**config.mk**
```make
export PLATFORM = sky130hd
export DESIGN_NAME = imm_enc_loader
export DESIGN_NICKNAME = d
export VERILOG_FILES = /design/src/rtl/pipeline_pkg.sv /design/src/rtl/imm_enc.sv /design/src/rtl/imm_enc_loader.sv
export SDC_FILE = /design/constraint.sdc
export NUM_CORES = 1
export LEC_CHECK = 0
export ABC_CLOCK_PERIOD_IN_PS = 1700
export CORE_MARGIN = 5
export CORE_UTILIZATION = 40
export CTS_CLUSTER_SIZE = 14
export DETAILED_ROUTE_END_ITERATION = 10
export GPL_TIMING_DRIVEN = 0
export PLACE_DENSITY = 0.74
export SLEW_MARGIN = 20
export SYNTH_ARGS = -nofsm -noshare
export SYNTH_HDL_FRONTEND = slang
export SYNTH_HIERARCHICAL = 1
export SYNTH_SLANG_ARGS = --single-unit
```
**constraint.sdc**
```tcl
create_clock -name clk -period 1.7 [get_ports clk]
set_input_delay 0.34 -clock clk [delete_from_list [all_inputs] [get_ports clk]]
set_output_delay 0.34 -clock clk [all_outputs]
set_load 0.1 [all_outputs]
```
**src/rtl/pipeline_pkg.sv**
```systemverilog
// Shared constants for the 4-stage pipeline: instruction/immediate geometry and
// the program-loader state encodings.
package pipeline_pkg;
  localparam int INSTR_W = 8;
  localparam int IMM_W   = 3;
  localparam int IMM_LSB = 0;
  localparam int UPPER_W = INSTR_W - IMM_W;

  localparam logic [1:0] ST_IDLE = 2'd0;
  localparam logic [1:0] ST_LOAD = 2'd1;
  localparam logic [1:0] ST_DONE = 2'd2;
endpackage

```
**src/rtl/imm_enc.sv**
```systemverilog
// Combinational immediate encoder: inverse of the decode-stage sign-extender.
// imm_ok is set only when re-extending the truncated field reproduces s_imm exactly.
module imm_enc
  import pipeline_pkg::*;
#(
  parameter int INSTR_W = pipeline_pkg::INSTR_W,
  parameter int IMM_W   = pipeline_pkg::IMM_W
) (
  input  logic        [INSTR_W-IMM_W-1:0] s_upper,
  input  logic signed [INSTR_W-1:0]       s_imm,
  output logic        [INSTR_W-1:0]       instr,
  output logic                            imm_ok
);

  logic signed [INSTR_W-1:0] imm_ext;

  assign instr   = {s_upper, s_imm[IMM_LSB+IMM_W-1:IMM_LSB]};
  assign imm_ext = {{(INSTR_W-IMM_W){s_imm[IMM_W-1]}}, s_imm[IMM_W-1:0]};
  assign imm_ok  = (imm_ext == s_imm);

endmodule

```
**src/rtl/imm_enc_loader.sv**
```systemverilog
// Program loader: encodes host beats into 8-bit instructions and streams them into
// the imem write port, tracking out-of-range immediates for the current load.
module imm_enc_loader
  import pipeline_pkg::*;
#(
  parameter int INSTR_W = pipeline_pkg::INSTR_W,
  parameter int IMM_W   = pipeline_pkg::IMM_W,
  parameter int DEPTH   = 16
) (
  input  logic                         clk,
  input  logic                         rst,
  input  logic                         start,
  input  logic                         s_valid,
  output logic                         s_ready,
  input  logic        [INSTR_W-IMM_W-1:0] s_upper,
  input  logic signed [INSTR_W-1:0]    s_imm,
  input  logic                         s_last,
  output logic                         mem_we,
  output logic [$clog2(DEPTH)-1:0]     mem_addr,
  output logic [INSTR_W-1:0]           mem_wdata,
  output logic                         done,
  output logic [$clog2(DEPTH):0]       wr_count,
  output logic                         err,
  output logic [3:0]                   err_count,
  output logic [$clog2(DEPTH)-1:0]     err_addr
);

  localparam int AW = $clog2(DEPTH);
  localparam int CW = AW + 1;

  logic [1:0]         state;
  logic [AW-1:0]      wr_ptr;
  logic [INSTR_W-1:0] instr;
  logic               imm_ok;
  logic               accept;
  logic               last_word;

  imm_enc #(
    .INSTR_W (INSTR_W),
    .IMM_W   (IMM_W)
  ) u_enc (
    .s_upper (s_upper),
    .s_imm   (s_imm),
    .instr   (instr),
    .imm_ok  (imm_ok)
  );

  assign s_ready   = (state == ST_LOAD);
  assign done      = (state == ST_DONE);
  assign accept    = s_valid && s_ready;
  // Either an explicit end marker or a full memory finishes the load; never wrap.
  assign last_word = s_last || (wr_ptr == AW'(DEPTH - 1));

  always_ff @(posedge clk) begin
    if (rst) begin
      state     <= ST_IDLE;
      wr_ptr    <= '0;
      mem_we    <= 1'b0;
      mem_addr  <= '0;
      mem_wdata <= '0;
      wr_count  <= '0;
      err       <= 1'b0;
      err_count <= '0;
      err_addr  <= '0;
    end else begin
      mem_we <= accept;
      if (accept) begin
        mem_addr  <= wr_ptr;
        mem_wdata <= instr;
        wr_ptr    <= wr_ptr + AW'(1);
        wr_count  <= wr_count + CW'(1);
        if (!imm_ok) begin
          err <= 1'b1;
          if (err_count != 4'hF) err_count <= err_count + 4'd1;
          if (!err) err_addr <= wr_ptr;
        end
        if (last_word) state <= ST_DONE;
      end
      // start is only honoured outside LOAD, so it never races an accepted beat.
      if (start && (state != ST_LOAD)) begin
        state     <= ST_LOAD;
        wr_ptr    <= '0;
        wr_count  <= '0;
        err       <= 1'b0;
        err_count <= '0;
        err_addr  <= '0;
      end
    end
  end

endmodule

```
==> results_dict.tcl, run 1 <==
set metrics [dict create \
    grt_antenna_before_repair 0 \
    yosys-top-cells-area "dfxtp_1 46%, a21oi_1 9.1%, nand2_1 7.6%" \
    p_int_uw 1070 \
    placementRows 21 \
    p_switching_uw 449 \
    syn_avg_cell_area_sq_um 8.51 \
    drive_gt1_share_pct 30.6 \
    area_delta_synth_final_pct 39.8 \
    die_x_um 69.8 \
    p_leak_uw 0.000739 \
    grt_overflow 0 \
    ctsHoldBuffers 0 \
    rsz0062_at_grt "false" \
    cts_max_level 2 \
    yosys.area_share.simple_pct 22.9 \
    io_pins 47 \
    core_sq_um 3390 \
    grt.busiest_layer "met2" \
    port_buffers 39 \
    vias_per_cell 5.12 \
    clk_pin_slew_ns 0.10 \
    period_share_pct 97.0 \
    clkPwrFrac_pct 29.2 \
    tightest_slew_ns 0.561 \
    cpMaxStageDelayCell "clkdlybuf4s50_1" \
    fin_tns_setup_ns 0 \
    placed_area_sq_um 1890 \
    synth_top_family_by_area "simple AND/OR/NAND/NOR gates" \
    diodes 0 \
    drtIter0Drc 90 \
    fin_crit_ns 1.65 \
    cap_viol_max_count 0 \
    root_buffer "clkbuf_4" \
    layout.cells.most_common_list "29 x nand2_1, 28 x dfxtp_1, 26 x a21oi_1" \
    endpoint_kind "flop" \
    crit_arrival_ns 1.92 \
    first_pass_iters 4 \
    initial_utilization_pct 42.2 \
    numCtsBuffers 5 \
    syn-cell-area_sq_um 1430 \
    p_per_area_nw_per_um2 761 \
    wl_um 3440 \
    critPathKind "in -> reg" \
    fin_cells 262 \
    crit_required_ns 1.97 \
    grt_pass1_vias 1171 \
    p_seq_share_pct 52.8 \
    cts.sinks 33 \
    drc 0 \
    hp-class "in -> reg" \
    fmax_mhz 606 \
    layout_commonest_cell "nand2_1" \
    crit_path_cell_trace "clkdlybuf4s50_1 -> nor2_1 -> a2bb2o_4 -> and4bb_2 -> or3b_1 -> a21oi_2" \
    status "complete, no violations" \
    postRouteAntennaNets 0 \
    critPathLaunchType "input pin" \
    syn-instance-count 168 \
    grt_pass1_wl_um 5440 \
    timing_hold_violations_final 0 \
    synth_compound_area_share_pct 18.2 \
    relSlewSlack_pct 62.8 \
    skew_ns 0.00629 \
    grt_max_degree 11 \
    syn_nets 189 \
    die_area_sq_um 4870 \
    die_y_um 69.8 \
    worstPathMaxFanout 3 \
    synth_warnings 6 \
    critPathMaxStageDelay_ns 0.47 \
    synth_top_area_share_pct 46.2 \
    synth_adder_area_share_pct 2.62 \
    ys_ff_latch 33 \
    yosys.area_share.xor_xnor_pct 1.22 \
    yosysSeqAreaShare_pct 46.2 \
    final_area_sq_um 2000 \
    vias 1342 \
    dp_hpwl_um 2470 \
    pwr-share-comb_pct 18.0 \
    finalMaxSlewViolations 0 \
    place_congestion 0.739 \
    worstSkewPairLatency_ns 0.33 \
    grtUsageTotal_pct 14.0 \
    grt_use_met1_pct 16.1 \
    dp_cells 253 \
    wire_per_inst_um 13.1 \
    use_met2_pct 23.6 \
    clockBufferDepth 2 \
    nNetsFinal 237 \
    met3_usage_pct 3.91 \
    yosys-mux-area-fraction_pct 0 \
    tritoncts "yes" \
    yosys.area.top_type "dfxtp_1" \
    switching_share_pct 29.5 \
    setup_viol 0 \
    ys_types 36 \
    peakVddDrop_v 0.000497 \
]
==> kinds of logic after synthesis <==
logic type	count (synthesis)
buf+inv	21
xor+xnor	2
fa+ha+maj	3
simple gates	66
compound gates	43
flops	33
==> cell type report <==
cell class | instances | area [sq um]
plain buffers | 16 | 108
clock buffers | 7 | 55.1
fillers | 324 | 1390
inverters | 5 | 18.8
multi-input cells | 114 | 667
flip-flops and latches | 33 | 667
well taps | 46 | 57.6
repair buffers | 41 | 427
==> per-stage QoR <==
step | setup WS, ns | power, uW | hold WS, ns | utilization (%)
5_1_grt | 0.00604 | 1590 | 0.238 | 59.0
2_1_floorplan | 0.0446 | 1020 | 0.409 | -
3_3_place_gp | -0.544 | 1090 | 0.441 | 55.7
3_5_place_dp | -0.560 | 1100 | 0.448 | 55.7
4_1_cts | 0.00555 | 1530 | 0.251 | 59.1
6_report | 0.0509 | 1520 | 0.252 | 59.0
==> routing by layer <==
| metal | up-vias | share of wire, % |
|---|---|---|
| met5 | - | 0 |
| met4 | 0 | 1.7 |
| met3 | 6 | 4.4 |
| met2 | 33 | 51 |
| met1 | 632 | 43 |
| li1 | 671 | - |
==> synth_stat cells <==
cell type   n
a21oi_2     1
or2_2       1
o31ai_1     2
or3b_1      1
o21bai_4    1
and2_1      2
nand4_1     3
and3b_1     1
nand3_1     6
and3_1      1
buf_2       5
inv_1       5
buf_4       9
o41ai_1     1
a2bb2o_1    1
nor3_1      2
nor2b_1     1
or3_1       3
nand3b_1    2
or4_1       1
nor4_1      1
a31o_1      2
clkbuf_1    1
a21oi_1    26
xnor2_1     2
o21ba_2     1
nor2_1      9
ha_1        3
nand2_1    29
dfxtp_1    33
and4b_1     1
o21ai_0     7
buf_6       1
a31oi_1     1
and2b_1     1
and4bb_2    1
==> power groups by stage <==
| stage | combinational (uW) | sequential [uW] | clock [uW] |
|---|---|---|---|
| final | 274 | 803 | 444 |
| after global routing | 289 | 806 | 496 |
| after CTS | 276 | 803 | 452 |
| after detailed placement | 275 | 821 | 0 |
| after floorplan | 106 | 910 | 0 |
| after global placement | 273 | 820 | 0 |
==> flip-flops by register name, indices dropped and copies added (netlist names) <==
register and flops:
mem_wdata 8, state 2, mem_we 1, mem_addr 4, wr_count 5, err_count 4, err 1, wr_ptr 4
err_addr 4
==> final timing paths <==
path / start / endpoint / slack (ns) / cells after the start
worst max-delay path: s_imm[7] / err_count[3]$_SDFFE_PP0P_ / 0.05 / 6
worst min-delay path: s_upper[1] / mem_wdata[4]$_SDFFE_PP0P_ / 0.25 / 3
worst max register to register: err_count[0]$_SDFFE_PP0P_ / err_count[0]$_SDFFE_PP0P_ / 0.26 / 4
worst min register to register: mem_wdata[3]$_SDFFE_PP0P_ / mem_wdata[3]$_SDFFE_PP0P_ / 0.46 / 2
==> what timing repair did <==
action | CTS | global route
resized for setup | 98 | 5
setup buffers | 2 | 0
hold endpoints to repair | 0 | 0
setup endpoints to repair | 31 | 7
pin swaps | 3 | 2
==> critical path, delay by kind of cell <==
family	cells	cell delay (ns)
buffers and inverters	1	0.47
AO/OA/AOI/OAI	2	0.34
AND/OR/NAND/NOR	3	0.76
No activity file was read; power rests on OpenSTA's default activity.
==> run 2: changes to the inputs <==
Settings changed: CORE_MARGIN 5 to 1.5, CTS_CLUSTER_DIAMETER from default to 200.
==> run 2 against run 1 <==
  * Worst hold slack lost 0.013 ns
  * First-iteration DRC count shrank 50%
  * Total power rose by 4.0%
  * Maximum frequency fell by 1.7%
  * Wire length fell by 5.3%
  * Critical path type unchanged
  * Largest power group unchanged
  * Highest routed layer unchanged
==> results_dict.tcl, run 2 (same netlist as run 1, synthesis figures left out) <==
set metrics [dict create \
    status "complete, no violations" \
    largest_reg_flops 8 \
    nNetsFinal 237 \
    port_buffers 39 \
    timing_hold_violations_final 0 \
    peakVddDrop_v 0.000480 \
    vias 1303 \
    crit_arrival_ns 1.95 \
    root_buffer "clkbuf_4" \
    fillCellCount 293 \
    tritoncts "yes" \
    fin_util_pct 59.7 \
    grt_antenna_before_repair 0 \
    critPathKind "in -> reg" \
    fin_crit_ns 1.68 \
    initial_utilization_pct 42.2 \
    critPathLaunchType "input pin" \
    grt_max_degree 11 \
    final_area_sq_um 2020 \
    placementRows 21 \
    cpMaxStageDelayCell "clkdlybuf4s50_1" \
    p_per_area_nw_per_um2 782 \
    crit_family "simple AND/OR/NAND/NOR gates" \
    p_leak_uw 0.000757 \
    drive_gt1_share_pct 31.3 \
    core_sq_um 3390 \
    regMostFlops "mem_wdata" \
    critPathMaxStageDelay_ns 0.42 \
    grt_pass1_wl_um 5540 \
    wl_um 3260 \
    grtUsageTotal_pct 18.0 \
    tightest_slew_ns 0.559 \
    multi_input_area_sq_um 664 \
    layout_commonest_cell "nand2_1" \
    period_share_pct 98.7 \
    drtIter0Drc 45 \
    ctsHoldBuffers 0 \
    clk_pin_slew_ns 0.10 \
    cts_max_level 2 \
    fmax_mhz 596 \
    io_pins 47 \
    die_x_um 62.8 \
    skew_ns 0.0116 \
    clockBufferDepth 2 \
    reg_top3 "mem_wdata (8), wr_count (5)" \
    place_congestion 0.734 \
    worstSkewPairLatency_ns 0.34 \
    placed_area_sq_um 1890 \
    postRouteAntennaNets 0 \
    cap_viol_max_count 0 \
    dp_hpwl_um 2200 \
    area_delta_synth_final_pct 41.5 \
    numCtsBuffers 5 \
    die_y_um 62.8 \
    die_area_sq_um 3940 \
    ff_latch_area_sq_um 667 \
    critical_path_buf_inv_count 1 \
    layout.cells.most_common_list "29 x nand2_1, 28 x dfxtp_1, 26 x a21oi_1, 26 x clkdlybuf4s15_2, 11 x buf_4" \
    grt_pass1_vias 1254 \
    grt_overflow 0 \
    crit_path_cell_trace "clkdlybuf4s50_1 -> nand2_1 -> a2bb2o_4 -> and4bb_2 -> or3b_4 -> a21oi_2" \
    crit_required_ns 1.97 \
    setup_viol 0 \
    drc 0 \
    worstPathMaxFanout 4 \
    hp-class "in -> reg" \
    cts.sinks 33 \
    endpoint_kind "flop" \
    wire_per_inst_um 12.4 \
    vias_per_cell 4.95 \
    relSlewSlack_pct 62.9 \
    finalMaxSlewViolations 0 \
    diodes 0 \
    first_pass_iters 4 \
]
## run 2: cell types whose count changed in the layout (fill, tap and decap cells not counted), sizes merged
cell	change
buf	-1
clkbuf	+1
clkdlybuf4s15	+1
clkdlybuf4s18	-1
clkinv	+1
dlygate4sd2	-1
dlymetal6s2s	+1
## run 2: cell type report
type,count,area share [%]
flip-flops and latches,33,33.0
well taps,46,2.84
clock buffers,7,3.22
repair buffers,41,21.6
plain buffers,16,5.32
inverters,5,0.928
clock inverters,1,0.247
multi-input cells,114,32.8
## run 2: metrics by stage
stage | hold slack, ns | setup slack (ns) | power (uW) | instances | setup TNS, ns
after floorplan | 0.409 | 0.0446 | 1020 | 168 | 0
after global placement | 0.443 | -0.548 | 1090 | 253 | -6.01
after detailed placement | 0.447 | -0.552 | 1090 | 253 | -6.14
after CTS | 0.226 | 0.00167 | 1600 | 263 | 0
after global routing | 0.218 | -0.00639 | 1670 | 263 | -0.00639
final | 0.240 | 0.0221 | 1580 | 263 | 0
## run 2: power breakdown
group          internal, uW  switching [uW]  leakage, uW
registers               790            12.9     0.000270
clock network           239             264    0.0000413
logic                  89.1             186     0.000446
total                  1120             464     0.000757
## run 2: worst paths after layout
| path | from | slack (ns) | to | cells past startpoint |
|---|---|---|---|---|
| setup / recovery | s_imm[4] | 0.02 | err_count[3]$_SDFFE_PP0P_ | 6 |
| setup reg to reg | err_count[0]$_SDFFE_PP0P_ | 0.24 | err_count[3]$_SDFFE_PP0P_ | 4 |
| hold reg to reg | mem_wdata[0]$_SDFFE_PP0P_ | 0.46 | mem_wdata[0]$_SDFFE_PP0P_ | 2 |
| hold / removal | s_imm[0] | 0.24 | mem_wdata[0]$_SDFFE_PP0P_ | 3 |
## run 2: repair_timing
item                                    in CTS  in global routing
setup buffers                                2                  0
pin swaps                                    3                  2
endpoints found under the setup margin      31                  4
gates resized for setup                     97                  7
## run 2: metal layers
metal / vias to the layer above / GRT usage (%) / wire [um]
met5: - / 0 / 0
met1: 596 / 21.5 / 1460
met2: 32 / 30.1 / 1630
met3: 4 / 6.13 / 137
met4: 0 / 5.83 / 32
li1: 671 / - / -
## run 2: worst register-to-register path: cells and delay by family (launching register included)
kind | cells | cell delay, ns
compound gates | 2 | 0.53
flops | 1 | 0.35
simple gates | 1 | 0.24
fa+ha+maj | 1 | 0.22
==> run 3: changes to the inputs <==
Settings changed: SKIP_LAST_GASP from default to 1.
==> run 3 against run 2 <==
  * Total power fell by 0.10%
  * Wire length rose by 0.12%
  * Highest routed layer unchanged
  * Worst hold slack did not move
==> results_dict.tcl, run 3 (same netlist as run 1, synthesis figures left out) <==
set metrics [dict create \
    setup_viol 0 \
    worstSetupStartpoint "s_imm[4]" \
    wl_um 3260 \
    critPathKind "in -> reg" \
    nNetsFinal 237 \
    rsz0062_at_grt "true" \
    relSlewSlack_pct 62.9 \
    grt_pass1_vias 1257 \
    dp_hpwl_um 2200 \
    placementRows 21 \
    hp-class "in -> reg" \
    fin_crit_ns 1.68 \
    reg_top3 "mem_wdata (8), wr_count (5)" \
    die_y_um 62.8 \
    core_sq_um 3390 \
    timing_hold_violations_final 0 \
    p_leak_uw 0.000756 \
    cap_viol_max_count 0 \
    finalMaxSlewViolations 0 \
    numCtsBuffers 5 \
    layout_commonest_cell "nand2_1" \
    grt_overflow 0 \
    grtUsageTotal_pct 18.0 \
    largest_reg_flops 8 \
    worstSkewPairLatency_ns 0.34 \
    tritoncts "yes" \
    die_area_sq_um 3940 \
    cts.sinks 33 \
    first_pass_iters 4 \
    r2r_start "err_count[0]$_SDFFE_PP0P_" \
    port_buffers 39 \
    grt_max_degree 11 \
    finalWorstSetupSlack_ns 0.0232 \
    drc 0 \
    place_congestion 0.734 \
    die_x_um 62.8 \
    vias_per_cell 4.95 \
    status "complete, no violations" \
    area_delta_synth_final_pct 41.2 \
    drtIter0Drc 47 \
    diodes 0 \
    ctsHoldBuffers 0 \
    fillCellCount 295 \
    initial_utilization_pct 42.2 \
    peakVddDrop_v 0.000480 \
    crit_required_ns 1.97 \
    skew_ns 0.0116 \
    root_buffer "clkbuf_4" \
    worstPathMaxFanout 4 \
    cts_max_level 2 \
    period_share_pct 98.6 \
    fin_total_pwr_uw 1580 \
    regMostFlops "mem_wdata" \
    drive_gt1_share_pct 31.3 \
    p_per_area_nw_per_um2 782 \
    clockBufferDepth 2 \
    io_pins 47 \
    tightest_slew_ns 0.559 \
    grt_antenna_before_repair 0 \
    hp-start "s_imm[0]" \
    vias 1303 \
    crit_arrival_ns 1.95 \
    critPathLaunchType "input pin" \
    endpoint_kind "flop" \
    postRouteAntennaNets 0 \
    clk_pin_slew_ns 0.10 \
    wire_per_inst_um 12.4 \
    layout.cells.most_common_list "29 x nand2_1, 28 x dfxtp_1, 26 x a21oi_1, 26 x clkdlybuf4s15_2, 12 x buf_4" \
    fmax_mhz 596 \
    place_ws_ns -0.552 \
    grt_pass1_wl_um 5540 \
]
[run 3: cell type report]
cell class / instances / area [sq um] / share of cell area [%]
Sequential cell: 33 / 667 / 33.0
Tap cell: 46 / 57.6 / 2.85
Buffer: 16 / 108 / 5.33
Timing Repair Buffer: 41 / 434 / 21.5
Inverter: 5 / 18.8 / 0.929
Clock buffer: 7 / 65.1 / 3.22
Multi-Input combinational cell: 114 / 664 / 32.9
Clock inverter: 1 / 5.00 / 0.248
[run 3: worst max-delay path, cell delays in order]
cell	delay, ns
clkdlybuf4s50_1	0.42
nand2_1	0.10
a2bb2o_4	0.23
and4bb_2	0.35
or3b_4	0.39
a21oi_2	0.13
[run 3: metal layers]
metal / track usage, % / up-vias / wire [um] / share of wire (%)
li1: - / 671 / - / -
met1: 21.4 / 596 / 1470 / 45
met4: 5.83 / 0 / 32 / 0.98
met2: 30.2 / 32 / 1630 / 50
met5: 0 / - / 0 / 0
met3: 6.13 / 4 / 137 / 4.2
[run 3: worst paths after layout]
path | end | slack (ns) | cells after the start
setup / recovery | err_count[3]$_SDFFE_PP0P_ | 0.02 | 6
hold / removal | mem_wdata[0]$_SDFFE_PP0P_ | 0.24 | 3
setup reg to reg | err_count[3]$_SDFFE_PP0P_ | 0.24 | 4
hold reg to reg | mem_wdata[0]$_SDFFE_PP0P_ | 0.46 | 2
[run 3: timing repair]
action,CTS,global route
buffers inserted,2,0
hold endpoints to repair,0,0
endpoints found under the setup margin,31,4
resized for setup,94,10
gates cloned,0,0
pin swaps,3,2
[run 3: report_power, final]
part / switching (uW) / internal [uW]
Clock: 264 / 239
Combinational: 186 / 87.9
Sequential: 12.9 / 790
Total: 463 / 1120
[run 3: through the flow]
step	util [%]	instance area [sq um]	hold slack [ns]	TNS, ns	cells
2_1_floorplan	-	1440	0.409	0	168
3_3_place_gp	55.7	1890	0.443	-6.01	253
3_5_place_dp	55.7	1890	0.447	-6.14	253
4_1_cts	59.1	2000	0.226	-0.206	263
5_1_grt	59.6	2020	0.218	-0.0319	263
6_report	59.6	2020	0.240	0	263
